==> src/rtl/reglk_write_filter.sv <==
// reglk_write_filter: gates config-bus requests against the register-lock vector.
// Every accepted request passes through one CHECK cycle, where the lock bit for
// its index is sampled. Locked or out-of-range writes are refused with an error
// response and logged. Allowed requests are forwarded downstream and acknowledged
// once the register file takes them.
// Optional build macro: REGLK_READ_CHECK_EN. When it is defined, reads are
// lock-checked the same way as writes.
module reglk_write_filter #(
    parameter int NUM_LK_WORDS = 6,
    parameter int ADDR_W       = 8,
    parameter int DATA_W       = 32,
    parameter int CNT_W        = 16
) (
    input  logic                       clk_i,
    input  logic                       rst_i,
    input  logic [32*NUM_LK_WORDS-1:0] reglk_i,
    input  logic                       req_valid_i,
    output logic                       req_ready_o,
    input  logic                       req_we_i,
    input  logic [ADDR_W-1:0]          req_addr_i,
    input  logic [DATA_W-1:0]          req_wdata_i,
    output logic                       dn_valid_o,
    input  logic                       dn_ready_i,
    output logic                       dn_we_o,
    output logic [ADDR_W-1:0]          dn_addr_o,
    output logic [DATA_W-1:0]          dn_wdata_o,
    output logic                       rsp_valid_o,
    input  logic                       rsp_ready_i,
    output logic                       rsp_err_o,
    input  logic                       viol_clr_i,
    output logic [CNT_W-1:0]           viol_cnt_o,
    output logic                       viol_sticky_o,
    output logic [ADDR_W-1:0]          viol_addr_o
);

    localparam int LK_BITS = 32 * NUM_LK_WORDS;
    localparam int NUM_IDX = 1 << ADDR_W;

    typedef enum logic [1:0] {
        IDLE  = 2'd0,
        CHECK = 2'd1,
        FWD   = 2'd2,
        RESP  = 2'd3
    } state_t;

    state_t              state_q, state_d;
    logic                we_q, we_d;
    logic [ADDR_W-1:0]   addr_q, addr_d;
    logic [DATA_W-1:0]   wdata_q, wdata_d;
    logic                err_q, err_d;
    logic [CNT_W-1:0]    viol_cnt_q, viol_cnt_d;
    logic                viol_sticky_q, viol_sticky_d;
    logic [ADDR_W-1:0]   viol_addr_q, viol_addr_d;

    logic [NUM_IDX-1:0]  lk_ext;
    logic                check_en;
    logic                deny;
    logic [CNT_W-1:0]    cnt_base;
    logic                sticky_base;

    // Extend the lock vector over the whole index space. Indices with no lock
    // bit behind them read as locked, so out-of-range is just another lock bit.
    generate
        for (genvar gi = 0; gi < NUM_IDX; gi++) begin : g_lk
            if (gi < LK_BITS) begin : g_in
                assign lk_ext[gi] = reglk_i[gi];
            end else begin : g_oor
                assign lk_ext[gi] = 1'b1;
            end
        end
    endgenerate

`ifdef REGLK_READ_CHECK_EN
    assign check_en = 1'b1;
`else
    assign check_en = we_q;
`endif

    // The lock decision is taken from the captured index, only in CHECK.
    assign deny = (state_q == CHECK) && check_en && lk_ext[addr_q];

    // The clear is applied before a same-cycle denial is counted.
    assign cnt_base    = viol_clr_i ? '0 : viol_cnt_q;
    assign sticky_base = viol_clr_i ? 1'b0 : viol_sticky_q;

    // Next-state, request capture and violation logging.
    always_comb begin
        state_d       = state_q;
        we_d          = we_q;
        addr_d        = addr_q;
        wdata_d       = wdata_q;
        err_d         = err_q;
        viol_cnt_d    = cnt_base;
        viol_sticky_d = sticky_base;
        viol_addr_d   = viol_addr_q;
        case (state_q)
            IDLE: begin
                if (req_valid_i) begin
                    we_d    = req_we_i;
                    addr_d  = req_addr_i;
                    wdata_d = req_wdata_i;
                    state_d = CHECK;
                end
            end
            CHECK: begin
                err_d = deny;
                if (deny) begin
                    state_d       = RESP;
                    viol_sticky_d = 1'b1;
                    viol_addr_d   = addr_q;
                    if (cnt_base != {CNT_W{1'b1}}) begin
                        viol_cnt_d = cnt_base + {{(CNT_W-1){1'b0}}, 1'b1};
                    end
                end else begin
                    state_d = FWD;
                end
            end
            FWD: begin
                if (dn_ready_i) begin
                    state_d = RESP;
                end
            end
            RESP: begin
                if (rsp_ready_i) begin
                    state_d = IDLE;
                end
            end
            default: begin
                state_d = IDLE;
            end
        endcase
    end

    // State and datapath registers; reset drops any in-flight request.
    always_ff @(posedge clk_i or posedge rst_i) begin
        if (rst_i) begin
            state_q       <= IDLE;
            we_q          <= 1'b0;
            addr_q        <= '0;
            wdata_q       <= '0;
            err_q         <= 1'b0;
            viol_cnt_q    <= '0;
            viol_sticky_q <= 1'b0;
            viol_addr_q   <= '0;
        end else begin
            state_q       <= state_d;
            we_q          <= we_d;
            addr_q        <= addr_d;
            wdata_q       <= wdata_d;
            err_q         <= err_d;
            viol_cnt_q    <= viol_cnt_d;
            viol_sticky_q <= viol_sticky_d;
            viol_addr_q   <= viol_addr_d;
        end
    end

    assign req_ready_o   = (state_q == IDLE);
    assign dn_valid_o    = (state_q == FWD);
    assign dn_we_o       = dn_valid_o & we_q;
    assign dn_addr_o     = dn_valid_o ? addr_q : '0;
    assign dn_wdata_o    = dn_valid_o ? wdata_q : '0;
    assign rsp_valid_o   = (state_q == RESP);
    assign rsp_err_o     = rsp_valid_o & err_q;
    assign viol_cnt_o    = viol_cnt_q;
    assign viol_sticky_o = viol_sticky_q;
    assign viol_addr_o   = viol_addr_q;

endmodule

==> config.mk <==
export PLATFORM = sky130hd
export DESIGN_NAME = reglk_write_filter
export DESIGN_NICKNAME = d
export VERILOG_FILES = /design/src/rtl/reglk_write_filter.sv
export SDC_FILE = /design/constraint.sdc
export NUM_CORES = 1
export LEC_CHECK = 0
export BUFFER_PORTS_ARGS = -buffer_cell sky130_fd_sc_hd__buf_2
export CORE_MARGIN = 10
export CORE_UTILIZATION = 33
export DETAILED_ROUTE_END_ITERATION = 8
export HOLD_SLACK_MARGIN = 0.1
export PLACE_DENSITY = 0.74
export SLEW_MARGIN = 40
export SYNTH_ARGS = -nofsm -noshare
export SYNTH_HDL_FRONTEND = slang
export SYNTH_SLANG_ARGS = --single-unit
==> constraint.sdc <==
create_clock -name clk_i -period 3.3 [get_ports clk_i]
set_input_delay 0.66 -clock clk_i [delete_from_list [all_inputs] [get_ports clk_i]]
set_output_delay 0.66 -clock clk_i [all_outputs]
set_load 0.02 [all_outputs]
==> out/summary.txt, run 1 <==
Synth Area per Inst - 12.13 µm²
chip height - 142.3 µm
Async S/R FF share, synth - 100.0%
fin. max-slew vios - 0
post-layout instance area - 7088 µm²
clk_skew - 0.008591 ns
outcome - complete, no violations
CTS Hold Bufs - 0
static leakage - 0.003506 µW
Antenna Violating Nets Remaining - 0
routed vias - 4630
CP Launch Type - flip-flop
Hold WC Path Type - input port to asynchronous set/reset pin
Total Power - 5855 µW
Yosys cell types - 50
P per Cell Area - 826.0 nW/µm²
Port Buf Inserts - 308
CP Capture Type - flip-flop
Post-Route Setup TNS - 0 ns
Initial Util - 33.84%
total I/O pin count - 309
initial DRC count - 136
Nets - 966
Placed Area - 6766 µm²
RR Endpoint - viol_addr_o[3]
number of global-route vias before repair - 5031
cts bufs inserted - 9
Post-Route Hold Slack - 0.3838 ns
DR pass1 iterations - 4
worst slack, placed - 0.04118 ns
Post-synth EDFFs - 0
gr ovfl total - 0
core area - 14590 µm²
Via density - 5.088
CTS tree - built
P&R area growth vs syn - 43.56%
r2r setup slk - 0.14 ns
final hold violation count - 0
DIE AREA - 20250 µm²
Top FF cell, synth - dfrtp_1
H-tree levels - 3
Final min period - 3.158 ns
#FFs+latches synth - 69
CTS Sinks - 69
layout cell share with drive strength beyond 1 - 62.76%
DRC viols - 0
top post-synthesis cells by area - dfrtp_1 35%, mux4_2 19%, mux2_2 11%, and2_1 5.2%, mux2i_1 4.7%
DP HPWL - 15980 µm
Tcrit/Tclk final - 95.68%
Worst Reg-to-Reg Cells - 9
Clk pin slew, worst setup/hold paths - 0.05 ns
worst skew pair latency - 0.32 ns
VDD IR max - 0.0004224 V
Rows - 44
Crit Path Class - flip-flop to flip-flop
final setup violating endpoints - 0
total track usage - 17.52%
RSZ-0062 raised after global routing - false
first-pass GRT wire length - 27830 µm
Fillers - 1357
Worst-Margin Slew - 0.5277 ns
Mapped Area - 4937 µm²
wire length per cell - 20.50 µm
worst-path fanout max - 6
Slew headroom - 64.69%
Bufs on Longest Clock Path - 2
Fmax - 0.3167 GHz
Post-CTS Setup Repair Bufs - 0
Yosys top cell by area - dfrtp_1
Synth warnings - 0
post-synthesis sequential area ratio - 34.97%
Resize count post-CTS - 0
GPL Wtd Cong - 0.9446
initial antenna violation count - 1
Die X - 142.3 µm
area share of the largest cell type after synthesis - 34.97%
final worst slack - 0.1424 ns
Net Count, Synth - 651
Gate Count Post-Synth - 407
largest net degree at the start of global routing - 40
CP required - 3.51 ns
total of max-cap violations - 0
reg2reg start - addr_q[0]
Clock Tree Root - clkbuf_16
wirelength, routed - 18650 µm
Worst EP arrival - 3.36 ns
cell usage in the layout, fill, tap and decap left out, drive strengths merged, types with 7 or more instances in the layout:
cell      n
nand3    14
inv      11
dfrtp    69
a22oi     7
mux4     44
nor2b    12
clkbuf   12
nor2     10
mux2     56
buf     334
nand2    12
and2     41
nand2b    7
mux2i    23
area by class of cell:
cell class              count  area [µm²]  area share [%]
diodes                      1       2.502         0.03530
well taps                 184       230.2           3.248
clock inverters             2       35.03          0.4943
inverters                  11       43.79          0.6178
flip-flops and latches     69        1732           24.43
repair buffers            334        1762           24.85
clock buffers              12       246.5           3.477
multi-input cells         297        3037           42.84
metal layers:
metal  track usage, %  wire, µm
met5                0         0
met4            3.142       221
met3            5.908      1778
met2            32.52     10030
met1            18.97      6620
logic make-up (layout without fill, tap and decap cells):
kind of cell / count (synthesis) / after routing / share of synthesized area, %
simple gates: 127 / 127 / 15.05
buf+inv: 41 / 359 / 4.333
mux: 123 / 123 / 38.11
other cells: 0 / 1 / 0
xor+xnor: 9 / 9 / 1.597
compound gates: 33 / 33 / 4.663
flops: 69 / 69 / 34.97
fa+ha+maj: 5 / 5 / 1.267
metrics by stage:
step / util [%] / cells
final: 48.58 / 910
after global routing: 48.58 / 910
after CTS: 48.31 / 909
after detailed placement: 46.38 / 895
after global placement: 46.36 / 895
after floorplan: - / 407
state kept, by name, indices dropped and copies added, names as in the netlist:
name and cells:
viol_cnt_o 16, addr_q 8, state_q 2, check_en 1
wdata_q 32, viol_sticky_o 1, err_q 1, viol_addr_o 8
worst max-delay path: stages (launching register included):
cell	delay, ns
dfrtp_4	0.47
buf_4	0.18
mux4_2	0.51
mux4_2	0.52
a211oi_2	0.24
nor2_1	0.06
or3_4	0.35
buf_4	0.16
and3_2	0.24
mux2_4	0.31
power by group:
group	switching (µW)	internal [µW]	total, µW	leakage (µW)
Clock	330	596	926	0.000139
Sequential	319	1190	1510	0.000852
Combinational	1630	1780	3420	0.00251
Total	2280	3570	5850	0.00351
worst max-delay path by stage:
stage                     depth (start not counted)              to  slack [ns]         from
after floorplan                                   8   viol_cnt_o[1]        0.40  reglk_i[31]
after global placement                            9  viol_addr_o[1]        0.07  reglk_i[31]
after detailed placement                          9  viol_addr_o[3]        0.04  reglk_i[16]
after CTS                                        11  viol_cnt_o[14]        0.10    addr_q[0]
after global routing                              9  viol_addr_o[3]        0.03    addr_q[0]
final                                             9  viol_addr_o[3]        0.14    addr_q[0]
cells in the mapped netlist (6+ instances only):
cell,count
nor2b_1,12
nand3_1,13
nor2_1,10
a21oi_1,6
inv_1,11
o21ai_0,6
mux4_2,41
mux2_2,50
nand2b_1,7
buf_2,6
xnor2_1,6
mux2i_1,23
nand2_1,12
dfrtp_1,69
a22oi_1,6
and2_1,41
clkbuf_1,11
nor3_1,6
Note: power is estimated with default switching activity, not from simulation.
==> run 2: changes to the inputs <==
--- a/config.mk
+++ b/config.mk
@@ -8,6 +8,8 @@
 export BUFFER_PORTS_ARGS = -buffer_cell sky130_fd_sc_hd__buf_2
 export CORE_MARGIN = 10
 export CORE_UTILIZATION = 33
+export CTS_BUF_LIST = sky130_fd_sc_hd__clkbuf_16
+export CTS_CLUSTER_SIZE = 12
 export DETAILED_ROUTE_END_ITERATION = 8
 export HOLD_SLACK_MARGIN = 0.1
 export PLACE_DENSITY = 0.74
==> out/summary.txt, run 2 (synthesis results as in run 1) <==
Clock Tree Root - clkbuf_16 (unchanged)
final hold violation count - 0 (unchanged)
first-pass GRT wire length - 27830 µm (unchanged)
cts bufs inserted - 9 (unchanged)
GPL Wtd Cong - 0.9446 (unchanged)
final setup violating endpoints - 0 (unchanged)
Initial Util - 33.84% (unchanged)
worst-path fanout max - 6 (unchanged)
most frequent cells in the layout - 308 x buf_2, 67 x dfrtp_1, 50 x mux2_2 (unchanged)
CP required - 3.50 ns (was 3.51 ns)
slowest CP cell - mux4_2 (unchanged)
wirelength, routed - 18670 µm (was 18650 µm)
final worst slack - 0.1461 ns (was 0.1424 ns)
Flop pwr share - 26.0% (was 25.8%)
Rows - 44 (unchanged)
wire length per cell - 20.51 µm (was 20.50 µm)
Antenna Violating Nets Remaining - 0 (unchanged)
clk_skew - 0.008115 ns (was 0.008591 ns)
Final min period - 3.154 ns (was 3.158 ns)
Tcrit/Tclk final - 95.57% (was 95.68%)
largest net degree at the start of global routing - 40 (unchanged)
P per Cell Area - 822.1 nW/µm² (was 826.0 nW/µm²)
worst slack, placed - 0.04118 ns (unchanged)
CP Capture Type - flip-flop (unchanged)
total track usage - 17.52% (unchanged)
Comb power frac - 58.7% (was 58.4%)
Hold WC Path Type - input port to asynchronous set/reset pin (unchanged)
chip height - 142.3 µm (unchanged)
initial DRC count - 136 (unchanged)
Largest register FFs - 32 (unchanged)
P&R area growth vs syn - 43.36% (was 43.56%)
Via density - 5.111 (was 5.088)
CTS Hold Bufs - 0 (unchanged)
initial antenna violation count - 1 (unchanged)
core area - 14590 µm² (unchanged)
net switching power - 2276 µW (was 2283 µW)
Pint - 3542 µW (was 3572 µW)
crit path cell chain - buf_4 > mux4_2 > mux4_2 > a211oi_2 > nor2_1 > or3_4 > buf_4 > and3_2 > mux2_4 (unchanged)
total of max-cap violations - 0 (unchanged)
switch share - 39.12% (was 38.99%)
number of global-route vias before repair - 5031 (unchanged)
CTS Sinks - 69 (unchanged)
Crit Path Class - flip-flop to flip-flop (unchanged)
layout cell share with drive strength beyond 1 - 62.62% (was 62.76%)
CP max stage delay - 0.52 ns (about the same)
routed vias - 4651 (was 4630)
gr ovfl total - 0 (unchanged)
Worst path top cell family by delay - multiplexers (unchanged)
RSZ-0062 raised after global routing - false (unchanged)
Biggest register - wdata_q (unchanged)
DR pass1 iterations - 4 (unchanged)
Port Buf Inserts - 308 (unchanged)
Clk pwr share - 15.3% (was 15.8%)
Die X - 142.3 µm (unchanged)
crit path buf inv count - 2 (unchanged)
DRC viols - 0 (unchanged)
CTS tree - built (unchanged)
DIE AREA - 20250 µm² (unchanged)
Post-Route Setup TNS - 0 ns (unchanged)
total I/O pin count - 309 (unchanged)
fin. max-slew vios - 0 (unchanged)
Slew headroom - 64.63% (was 64.69%)
outcome - complete, no violations (unchanged)
commonest non-fill, non-tap cell in the layout - buf_2 (unchanged)
Bufs on Longest Clock Path - 2 (unchanged)
Clk pin slew, worst setup/hold paths - 0.05 ns (about the same)
worst skew pair latency - 0.32 ns (about the same)
static leakage - 0.003508 µW (was 0.003506 µW)
Fmax - 0.3171 GHz (was 0.3167 GHz)
DP HPWL - 15980 µm (unchanged)
Nets - 966 (unchanged)
CP Launch Type - flip-flop (unchanged)
Worst-Margin Slew - 0.5286 ns (was 0.5277 ns)
Fillers - 1358 (was 1357)
Worst EP arrival - 3.36 ns (about the same)
VDD IR max - 0.0004208 V (was 0.0004224 V)
H-tree levels - 3 (unchanged)
## run 2: what timing repair did
action                     CTS  global route
setup buffers                0             0
resized for setup            0             6
setup endpoints to repair    0             7
## run 2: power by group through the flow
| stage | Sequential (µW) | Combinational [µW] | Clock, µW |
|---|---|---|---|
| finish | 1510 | 3410 | 893 |
| floorplan | 1410 | 2490 | 0 |
| global route | 1570 | 3700 | 955 |
| global placement | 1510 | 3390 | 0 |
| CTS | 1520 | 3440 | 923 |
| detailed placement | 1530 | 3430 | 0 |
## run 2: final timing paths
kind	start	endpoint	slack, ns	cells after the start
min reg2reg	wdata_q[3]	wdata_q[3]	0.49	1
min	rst_i	viol_cnt_o[10]	0.38	2
max in group asynchronous	rst_i	viol_cnt_o[8]	2.29	3
min in group clk_i	wdata_q[3]	wdata_q[3]	0.49	1
max reg2reg	addr_q[0]	viol_addr_o[3]	0.15	9
max	addr_q[0]	viol_addr_o[3]	0.15	9
## run 2: per-layer routing
metal / share of wire (%) / routed length, µm / GRT usage (%) / vias to the layer above
li1: - / - / - / 2159
met1: 36 / 6672 / 18.97 / 2250
met2: 54 / 10010 / 32.52 / 222
met3: 9.4 / 1750 / 5.908 / 20
met4: 1.2 / 232 / 3.142 / 0
met5: 0 / 0 / 0 / -
## run 2: final cells by class
class	count	area, µm²	share of cell area [%]
tap	184	230.2	3.253
antenna	1	2.502	0.03535
sequential	69	1732	24.47
clock inverter	5	46.29	0.6541
timing repair buffer	334	1762	24.89
clock buffer	9	225.2	3.182
inverter	11	43.79	0.6187
multi-input combinational	297	3037	42.90
## run 2: per-stage QoR
step,total power (µW),area [µm²],util [%],hold WS (ns),cells
after global routing,6223,7078,48.52,0.4233,910
after detailed placement,4959,6766,46.38,0.4853,895
after global placement,4895,6764,46.36,0.4783,895
after CTS,5877,7038,48.24,0.4023,909
final,5819,7078,48.52,0.3842,910
after floorplan,3902,4937,-,0.4706,407
==> run 3: changes to the inputs <==
--- a/config.mk
+++ b/config.mk
@@ -6,13 +6,15 @@
 export NUM_CORES = 1
 export LEC_CHECK = 0
 export BUFFER_PORTS_ARGS = -buffer_cell sky130_fd_sc_hd__buf_2
+export CELL_PAD_IN_SITES_DETAIL_PLACEMENT = 1
+export CELL_PAD_IN_SITES_GLOBAL_PLACEMENT = 2
 export CORE_MARGIN = 10
-export CORE_UTILIZATION = 33
+export CORE_UTILIZATION = 25
 export CTS_BUF_LIST = sky130_fd_sc_hd__clkbuf_16
 export CTS_CLUSTER_SIZE = 12
 export DETAILED_ROUTE_END_ITERATION = 8
 export HOLD_SLACK_MARGIN = 0.1
-export PLACE_DENSITY = 0.74
+export PLACE_DENSITY = 0.91
 export SLEW_MARGIN = 40
 export SYNTH_ARGS = -nofsm -noshare
 export SYNTH_HDL_FRONTEND = slang
==> out/summary.txt, run 3 (synthesis results as in run 1) <==
outcome - complete, no violations (unchanged)
Initial Util - 25.37% (was 33.84%)
final hold violation count - 0 (unchanged)
cts bufs inserted - 9 (unchanged)
Antenna Violating Nets Remaining - 0 (unchanged)
RSZ-0062 raised after global routing - true (was false)
most frequent cells in the layout - 308 x buf_2, 67 x dfrtp_1, 50 x mux2_2 (unchanged)
total I/O pin count - 309 (unchanged)
CTS Hold Bufs - 0 (unchanged)
largest net degree at the start of global routing - 29 (was 40)
core area - 19460 µm² (was 14590 µm²)
Largest register FFs - 32 (unchanged)
total track usage - 15.59% (was 17.52%)
Worst-Margin Slew - 0.6023 ns (was 0.5286 ns)
clk_skew - 0.007333 ns (was 0.008115 ns)
chip height - 160.5 µm (was 142.3 µm)
Nets - 976 (was 966)
Crit Path Class - flip-flop to flip-flop (unchanged)
DIE AREA - 25770 µm² (was 20250 µm²)
Rows - 51 (was 44)
worst skew pair latency - 0.33 ns (was 0.32 ns)
Worst EP arrival - 3.38 ns (was 3.36 ns)
worst-path fanout max - 10 (was 6)
initial antenna violation count - 1 (unchanged)
DRC viols - 0 (unchanged)
Total Power - 6064 µW (was 5819 µW)
VDD IR max - 0.0002677 V (was 0.0004208 V)
Bufs on Longest Clock Path - 2 (unchanged)
CP Capture Type - flip-flop (unchanged)
Via density - 4.736 (was 5.111)
gr ovfl total - 0 (unchanged)
GPL Wtd Cong - 0.8045 (was 0.9446)
P per Cell Area - 834.8 nW/µm² (was 822.1 nW/µm²)
area of the multi-input gates - 3002 µm² (was 3037 µm²)
Fmax - 0.3196 GHz (was 0.3171 GHz)
first-pass GRT wire length - 31610 µm (was 27830 µm)
wire length per cell - 20.60 µm (was 20.51 µm)
Port Buf Inserts - 308 (unchanged)
static leakage - 0.003545 µW (was 0.003508 µW)
CTS Sinks - 69 (unchanged)
Register Area - 1734 µm² (was 1732 µm²)
Clock Tree Root - clkbuf_16 (unchanged)
CTS tree - built (unchanged)
P&R area growth vs syn - 47.14% (was 43.36%)
CP required - 3.55 ns (was 3.50 ns)
commonest non-fill, non-tap cell in the layout - buf_2 (unchanged)
wirelength, routed - 20660 µm (was 18670 µm)
total of max-cap violations - 0 (unchanged)
post-layout instance area - 7264 µm² (was 7078 µm²)
Slew headroom - 59.85% (was 64.63%)
number of global-route vias before repair - 5440 (was 5031)
Fillers - 2285 (was 1358)
fin. max-slew vios - 0 (unchanged)
Placed Area - 6918 µm² (was 6766 µm²)
DP HPWL - 17800 µm (was 15980 µm)
Die X - 160.5 µm (was 142.3 µm)
layout cell share with drive strength beyond 1 - 63.09% (was 62.62%)
routed vias - 4750 (was 4651)
Hold WC Path Type - input port to asynchronous set/reset pin (unchanged)
Biggest register - wdata_q (unchanged)
Tcrit/Tclk final - 94.82% (was 95.57%)
Clk pin slew, worst setup/hold paths - 0.06 ns (was 0.05 ns)
Final min period - 3.129 ns (was 3.154 ns)
DR pass1 iterations - 4 (unchanged)
final setup violating endpoints - 0 (unchanged)
H-tree levels - 3 (unchanged)
initial DRC count - 146 (was 136)
CP Launch Type - flip-flop (unchanged)
run 3: per-stage QoR:
step / TNS (ns) / setup slack, ns / utilization (%) / instances / hold slack, ns
2_1_floorplan: 0 / 0.4030 / - / 407 / 0.4706
3_3_place_gp: 0 / 0.1324 / 35.54 / 983 / 0.4598
3_5_place_dp: 0 / 0.06968 / 35.54 / 983 / 0.4778
4_1_cts: 0 / 0.06606 / 37.17 / 999 / 0.3861
5_1_grt: -0.01564 / -0.01564 / 37.33 / 1003 / 0.4054
6_report: 0 / 0.1711 / 37.33 / 1003 / 0.3693
run 3: final timing paths:
| check | from | to | slack [ns] | cells after the start |
|---|---|---|---|---|
| max | addr_q[0] | viol_cnt_o[11] | 0.17 | 11 |
| min | rst_i | wdata_q[26] | 0.37 | 2 |
| max reg2reg | addr_q[0] | viol_cnt_o[11] | 0.17 | 11 |
| min reg2reg | viol_addr_o[5] | viol_addr_o[5] | 0.49 | 2 |
| max in group asynchronous | rst_i | addr_q[0] | 2.16 | 3 |
| min in group clk_i | viol_addr_o[5] | viol_addr_o[5] | 0.49 | 2 |
run 3: routing by layer:
metal	vias up	track usage, %	share of wire [%]
li1	2188	-	-
met5	-	0	0
met2	190	28.63	53
met4	0	3.631	1.2
met3	18	5.521	8.2
met1	2354	16.65	37
run 3: area by class of cell:
type / count / share of cell area [%]
Sequential cell: 69 / 23.87
Timing Repair Buffer: 344 / 25.28
Multi-Input combinational cell: 297 / 41.32
Inverter: 11 / 0.5684
Antenna cell: 1 / 0.03445
Clock inverter: 7 / 1.257
Tap cell: 265 / 4.564
Clock buffer: 9 / 3.100
run 3: report_power, final:
| group | switching, µW | internal [µW] |
|---|---|---|
| Combinational | 1680 | 1840 |
| Sequential | 329 | 1200 |
| Clock | 372 | 657 |
| Total | 2380 | 3690 |
run 3: worst max-delay path, cell delays in order (launching register included):
cell and delay [ns]:
dfrtp_4 0.55, buf_4 0.18, mux4_2 0.32, mux2i_1 0.06
or2_1 0.22, a2111oi_1 0.34, buf_4 0.17, or3_4 0.14
nand4_2 0.25, buf_4 0.24, or4_1 0.40, a21oi_1 0.16
run 3: timing repair:
action,in CTS,in global routing
setup endpoints to repair,0,16
gates resized for setup,0,3
setup buffers,0,3
